[src/rtl/uart_transmitter.sv]
// 8N1 UART transmit engine: a small byte FIFO fed over valid/ready, drained by a
// start/data/stop serializer that holds every bit for CLOCK_FREQ/BAUD_RATE cycles.
module uart_transmitter #(
   parameter int CLOCK_FREQ = 50_000_000,
   parameter int BAUD_RATE  = 115200,
   parameter int FIFO_DEPTH = 4
) (
   input  logic                          clk,
   input  logic                          reset,
   input  logic [7:0]                    data_in,
   input  logic                          data_in_valid,
   output logic                          data_in_ready,
   output logic                          serial_out,
   output logic                          tx_busy,
   output logic [$clog2(FIFO_DEPTH):0]   fifo_count
);

   localparam int SYMBOL_EDGE_TIME = CLOCK_FREQ / BAUD_RATE;
   localparam int CW   = $clog2(SYMBOL_EDGE_TIME);
   localparam int PW   = $clog2(FIFO_DEPTH);
   localparam int CNTW = PW + 1;

   typedef enum logic [1:0] {IDLE, START, DATA, STOP} state_t;

   state_t         state, state_next;
   logic [CW-1:0]  baud_cnt, baud_cnt_next;
   logic [2:0]     bit_idx, bit_idx_next;
   logic [7:0]     shift_reg, shift_next;
   logic           serial_next;
   logic           baud_wrap;

   logic [7:0]     mem [FIFO_DEPTH];
   logic [PW-1:0]  wr_ptr, rd_ptr;
   logic           push, pop;

   // Readiness depends only on the registered count, never on data_in_valid.
   assign data_in_ready = !reset && (fifo_count != CNTW'(FIFO_DEPTH));
   assign push          = data_in_valid && data_in_ready;
   assign tx_busy       = (state != IDLE) || (fifo_count != '0);
   assign baud_wrap     = (baud_cnt == CW'(SYMBOL_EDGE_TIME - 1));

   always_ff @(posedge clk) begin
      if (reset) begin
         wr_ptr     <= '0;
         rd_ptr     <= '0;
         fifo_count <= '0;
      end else begin
         if (push) wr_ptr <= wr_ptr + 1'b1;
         if (pop)  rd_ptr <= rd_ptr + 1'b1;
         if (push && !pop)      fifo_count <= fifo_count + 1'b1;
         else if (pop && !push) fifo_count <= fifo_count - 1'b1;
      end
   end

   always_ff @(posedge clk) begin
      if (push) mem[wr_ptr] <= data_in;
   end

   always_ff @(posedge clk) begin
      if (reset) begin
         state      <= IDLE;
         baud_cnt   <= '0;
         bit_idx    <= '0;
         shift_reg  <= '0;
         serial_out <= 1'b1;
      end else begin
         state      <= state_next;
         baud_cnt   <= baud_cnt_next;
         bit_idx    <= bit_idx_next;
         shift_reg  <= shift_next;
         serial_out <= serial_next;
      end
   end

   // The next line level is computed here and registered, so bit edges only
   // happen on a baud-counter wrap (or on a load from IDLE).
   always_comb begin
      state_next    = state;
      baud_cnt_next = baud_wrap ? '0 : baud_cnt + 1'b1;
      bit_idx_next  = bit_idx;
      shift_next    = shift_reg;
      serial_next   = serial_out;
      pop           = 1'b0;
      case (state)
         IDLE: begin
            baud_cnt_next = '0;
            serial_next   = 1'b1;
            if (fifo_count != '0) begin
               pop          = 1'b1;
               shift_next   = mem[rd_ptr];
               serial_next  = 1'b0;
               bit_idx_next = '0;
               state_next   = START;
            end
         end
         START: begin
            if (baud_wrap) begin
               serial_next = shift_reg[0];
               shift_next  = shift_reg >> 1;
               state_next  = DATA;
            end
         end
         DATA: begin
            if (baud_wrap) begin
               if (bit_idx == 3'd7) begin
                  serial_next = 1'b1;
                  state_next  = STOP;
               end else begin
                  serial_next  = shift_reg[0];
                  shift_next   = shift_reg >> 1;
                  bit_idx_next = bit_idx + 1'b1;
               end
            end
         end
         STOP: begin
            // Chain the next frame straight out of the stop bit when data waits.
            if (baud_wrap) begin
               if (fifo_count != '0) begin
                  pop          = 1'b1;
                  shift_next   = mem[rd_ptr];
                  serial_next  = 1'b0;
                  bit_idx_next = '0;
                  state_next   = START;
               end else begin
                  state_next = IDLE;
               end
            end
         end
         default: state_next = IDLE;
      endcase
   end

endmodule

[config.mk]
export PLATFORM = sky130hd
export DESIGN_NAME = uart_transmitter
export DESIGN_NICKNAME = d
export VERILOG_FILES = /design/src/rtl/uart_transmitter.sv
export SDC_FILE = /design/constraint.sdc
export NUM_CORES = 1
export LEC_CHECK = 0
export ABC_AREA = 1
export CAP_MARGIN = 0
export CORE_MARGIN = 3
export CORE_UTILIZATION = 45
export DETAILED_ROUTE_END_ITERATION = 12
export PLACE_DENSITY = 0.7
export SLEW_MARGIN = 20
export SYNTH_ARGS = -nofsm -noshare
export SYNTH_HDL_FRONTEND = slang
export SYNTH_SLANG_ARGS = --single-unit
[constraint.sdc]
create_clock -name clk -period 2.9 [get_ports clk]
set_clock_uncertainty 0.2 [all_clocks]
set_input_delay 0.29 -clock clk [delete_from_list [all_inputs] [get_ports clk]]
set_output_delay 0.29 -clock clk [all_outputs]
set_load 0.01 [all_outputs]
## Word level (Yosys, flattened, before mapping)

Memory sizes are Yosys's and may differ from the RTL's. A register that Yosys moved wholly into a read port is not among the register bits.
Index checks and enable logic that the tools add are counted.

- Output and inout bits: 6
- Logic and storage cells: 80
- Bits in registers: 30
- Bits in writable memories: 32
- Memories: 1
- Bits of input ports: 11

- Reductions and logical operators: 18
- Mux-type cells: 34
- $add $sub $neg: 6
- Equal/unequal tests: 13

Memories:

| memory | words | width | rd ports | clocked after memory_dff | write ports | RTL line | text |
|---|---|---|---|---|---|---|---|
| mem | 4 | 8 | 1 | 1 | 1 | 32 | `logic [7:0] mem [FIFO_DEPTH];` |

Operators with widths:

| operator | number |
|---|---|
| $mux W8 | 5 |
| $pmux W8 S4 | 1 |
| $mux W3 | 6 |
| $mux W2 | 7 |
| $ne A2 B2 Y1 const B | 7 |
| $reduce_and A4 Y1 | 3 |
| $mux W1 | 11 |
| $add A9 B1 Y9 const B | 1 |
| $eq A9 B9 Y1 const B | 1 |
| $pmux W3 S3 | 1 |
| $pmux W2 S4 | 1 |
| $add A3 B1 Y3 const B | 2 |
| $reduce_bool A3 Y1 | 2 |
| $reduce_and A5 Y1 | 1 |
| $add A2 B1 Y2 const B | 2 |
| $eq A2 B2 Y1 const B | 2 |
| $logic_and A1 B1 Y1 | 4 |
| $pmux W1 S4 | 1 |
| $reduce_bool A2 Y1 | 2 |
| $eq A3 B3 Y1 const B | 1 |
| $logic_not A1 Y1 | 3 |
| $ne A3 B3 Y1 const B | 1 |
| $reduce_or A3 Y1 | 1 |
| $sub A3 B1 Y3 const B | 1 |
| other kinds (4) | 4 |

## Longest topological paths before layout

- Depth after elaboration: 7
- Depth in mapped cells: 16
- Depth with buffers taken out: 16

## Worst setup path before layout

No wires, ideal clock.

- Path kind: register -> register
- Start point: register state[0]
- End point: register fifo_count[2]
- Cell stages (with the launch flop): 13
- Path slack: 439 ps
- Data arrival time: 2139 ps
- Setup time: 122 ps
- Buffers on the path: 1
- Required time: 2578 ps
- Clock period less this slack: 2461 ps
- Cells stage by stage: dfxtp_1 inv_1 ha_1 inv_1 clkbuf_1 nand2_1 ha_1 inv_1 fa_1 a21oi_1 o21ai_0 o21ai_0 a21oi_1

- Longest elaborated chain between the ends: 5
- Elaborated cells on any way between the ends: 8
- Classes of those cells: 1 x eq/ne; 2 x mux; 5 x reduce/logical

RTL lines:

| what | RTL line | text |
|---|---|---|
| start: declaration | 25 | `state_t state, state_next;` |
| start signal: assignment | 67 | `state <= state_next;` |
| $eq A2 B2 Y1 / $logic_not A2 Y1 (equally long branches) | 84 | `case (state)` |
| $pmux W1 S2 * | 84 |  |
| $logic_not A1 Y1 | 50 | `if (push && !pop) fifo_count <= fifo_count + 1'b1;` |
| $logic_and A1 B1 Y1 | 50 |  |
| $mux W3 / $reduce_bool A2 Y1 (equally long branches) | -- |  |
| end signal: assignment | 50 |  |
| end signal: assignment | 51 | `else if (pop && !push) fifo_count <= fifo_count - 1'b1;` |
| end: declaration | 15 | `output logic [$clog2(FIFO_DEPTH):0] fifo_count` |

Mark *: on every way between the ends. The rest lies on a longest branch, timed or not.
A chain may end at the register's enable or synchronous reset.

## Worst setup path after layout

Ends and elaborated chain as after synthesis.

==> impl_results.md <==
- Number of fillers in the final layout: 611
- RSZ-0062 raised after global routing: no
- Hold buffer count at CTS: 0
- Remaining antenna violation count after routing: 0
- Synthesized net count: 408
- Worst stage delay on the critical path: 0.42 ns
- Most frequent cell on the critical path: sky130_fd_sc_hd__nand2_1
- Minimum hold slack: 0.280 ns
- Starting utilization of the core area: 47.7%
- Die area: 7910 sq um
- Fraction of layout cells with a size suffix above 1: 7.79%
- IR drop worst, VDD: 0.437 mV
- Number of standard cells after synthesis: 381
- M1 wire length: 2630 um
- Resize count post-CTS: 0
- Total power per unit cell area: 899 nW/um^2
- Wire length of the first global-routing pass: 9940 um
- Wire length on met2: 2750 um
- Number of buffers between clock root and the deepest sink: 2
- Overall power consumption: 3.18 mW
- HPWL after detailed placement: 3950 um
- Sequential fraction of the synthesis area: 51.7%
- Global router's overall resource usage: 16.7%
- Gr ovfl total: 0
- Die width: 89.0 um
- Share of the cycle needed by the critical path after routing: 85.0%
- Count of cells along the worst hold path: 2
- Core Footprint: 6490 sq um
- Number of ports placed on the die boundary: 17
- Setup slack, reg-to-reg: 0.44 ns
- Via count of the first global-routing pass: 2,267
- Top area cells in the synthesized netlist: sky130_fd_sc_hd__edfxtp_1 31%, sky130_fd_sc_hd__dfxtp_1 21%, sky130_fd_sc_hd__nand2_1 12%
- Max reg flops: 32
- Endpoint of the most critical register-to-register path: fifo_count[2]
- Count of nets after finishing: 433
- Reg-to-reg critical path startpoint: state[0]
- GPL Wtd Cong: 0.811
- Setup Viol. Count Final: 0
- Latest clock arrival within the worst-skew pair: 0.34 ns
- Largest delay contributor family on the critical path: adder cells
- Count of flip-flops with a built-in enable after synthesis: 32
- Total of flip-flops plus latches after synthesis: 64
- Cell area after synthesis: 3100 sq um
- Required time at the endpoint of the critical path: 2.93 ns
- WL met3: 204 um
- CTS Sinks: 64
- Cell-by-cell listing of the critical path: inv_1 > ha_1 > nand2_1 > nand2_1 > nand2_1 > ha_1 > inv_1 > fa_1 > a21oi_1 > o21ai_0 > o21ai_0 > a21oi_1
- Remaining design rule violation count: 0
- Kind of launch point of the worst setup path: flop
- Max Used Layer: met4
- End point of the most critical hold path: serial_out
- CTS HTree Levels: 3
- Antenna fix cells: 0
- Result of the run: completed
- Via total after detailed routing: 2,300
- Core Util, Final: 54.4%
- Worst Setup Path Type: reg2reg
- Post-Route Setup TNS: 0 ns
- Max Slew Vio Count: 0
- Hold Startpoint: serial_out
- Maximum achievable frequency: 406 MHz
- Count of input and output buffers: 16
- Clk slew on worst S/H paths: 0.07 ns
- Crit-path slowest cell: sky130_fd_sc_hd__dfxtp_1
- Max-slew headroom: 59.8%
- 1st-pass router iterations: 4
- Synth-to-Final Area Change: 14.1%
- FFs w/ async S/R, synth: 0%
- Worst path arrival time: 2.49 ns
- Max-cap violations: 0
- Buffering stage count on the worst path with inverters included: 2
- Cell at the root of the clock tree: sky130_fd_sc_hd__clkbuf_8
- First DRT Iteration DRCs: 114
- Vias per std cell: 4.71
- Count of unique library cells instantiated by Yosys: 27
- Total setup buffers inserted after CTS: 0
- Pin count of the biggest net entering global routing: 22
- Initial antenna violation count: 0
- Final WL: 5730 um
- Most frequently used flop master after synthesis: sky130_fd_sc_hd__edfxtp_1
- Synth top cells by count: 101 x sky130_fd_sc_hd__nand2_1, 67 x sky130_fd_sc_hd__inv_1, 53 x sky130_fd_sc_hd__nor2_1
- Overall die height: 89.0 um
- Worst Path Max Fanout: 5
- Count leader, synth: sky130_fd_sc_hd__nand2_1
- Worst Max-Slew Pin Slew: 0.602 ns
- Endpoints failing hold: 0
- Cell accounting for the most synthesized area: sky130_fd_sc_hd__edfxtp_1
- Total of warnings raised by yosys: 0
- Number of cell rows: 29
- Mapped Avg Cell Area: 8.13 sq um
- Fraction of synthesized cell area taken by the top area cell type: 31.0%
- Min cycle time layout: 2.46 ns
- Worst R2R Path Depth: 12
- TritonCTS buffer count: 9
- Worst hold path class: reg2reg
- TritonCTS clock tree: done
- Critical Path End Type: flop
- Detail-routed net length per standard cell: 11.8 um
- Lkg Pwr: 1.63 nW
## cells by family after synthesis
kind of cell | Yosys count | synth area share [%]
AO/OA/AOI/OAI | 32 | 5.37
XOR/XNOR | 4 | 1.13
AND/OR/NAND/NOR | 188 | 25.0
flip-flops | 64 | 51.7
buffers and inverters | 77 | 10.1
adder cells (fa/ha/maj) | 16 | 6.71
## placed cells by master (no fill, tap or decap), drive strengths merged
master / instances
clkdlybuf4s50: 16
bufinv: 1
edfxtp: 32
ha: 15
or2: 2
xor2: 2
buf: 6
clkbuf: 9
inv: 69
nand2: 107
o21ai: 15
nor3: 1
fa: 1
nand3: 22
clkinv: 5
nor2: 55
clkinvlp: 1
a21oi: 15
a31o: 1
a22oi: 1
dfxtp: 32
nand4: 1
xnor2: 2
## per-stage QoR
stage	instances	worst slack, ns	area, sq um
5_1_grt	488	0.180	3530
2_1_floorplan	381	0.439	3100
6_report	488	0.436	3530
3_3_place_gp	472	0.379	3350
3_5_place_dp	472	0.322	3350
4_1_cts	488	0.436	3530
## report_power, final
group | total [mW] | internal [mW] | switching [mW] | leakage, nW
Combinational | 1.28 | 0.475 | 0.802 | 0.981
Sequential | 1.17 | 1.09 | 0.0843 | 0.553
Clock | 0.727 | 0.388 | 0.339 | 0.0917
## layer usage
layer	vias to the layer above	global-route usage, %
li1	1228	-
met1	1024	20.4
met2	36	27.2
met3	12	4.15
met4	0	9.20
met5	-	0
## worst max-delay path by stage
stage	to	cells after the start	slack, ns	start
3_5_place_dp	fifo_count[2]	11	0.32	reset
3_3_place_gp	fifo_count[2]	11	0.38	reset
2_1_floorplan	fifo_count[2]	12	0.44	state[0]
4_1_cts	fifo_count[2]	12	0.44	state[0]
6_report	fifo_count[2]	12	0.44	state[0]
5_1_grt	fifo_count[2]	12	0.18	state[0]
## cell type report
cell class	count	area (sq um)	area share, %
Clock inverter	7	62.6	1.77
Tap cell	77	96.3	2.73
Multi-Input combinational cell	240	1180	33.5
Clock buffer	9	124	3.51
Inverter	69	259	7.33
Sequential cell	64	1600	45.3
Timing Repair Buffer	22	205	5.81
## worst reg2reg max path: stages, from the launching register on
cell and delay (ns):
sky130_fd_sc_hd__dfxtp_1 0.42, sky130_fd_sc_hd__inv_1 0.14, sky130_fd_sc_hd__ha_1 0.26, sky130_fd_sc_hd__nand2_1 0.08, sky130_fd_sc_hd__nand2_1 0.11, sky130_fd_sc_hd__nand2_1 0.09
sky130_fd_sc_hd__ha_1 0.14, sky130_fd_sc_hd__inv_1 0.06, sky130_fd_sc_hd__fa_1 0.38, sky130_fd_sc_hd__a21oi_1 0.14, sky130_fd_sc_hd__o21ai_0 0.11, sky130_fd_sc_hd__o21ai_0 0.16
sky130_fd_sc_hd__a21oi_1 0.05
No activity file was read; power rests on OpenSTA's default activity.
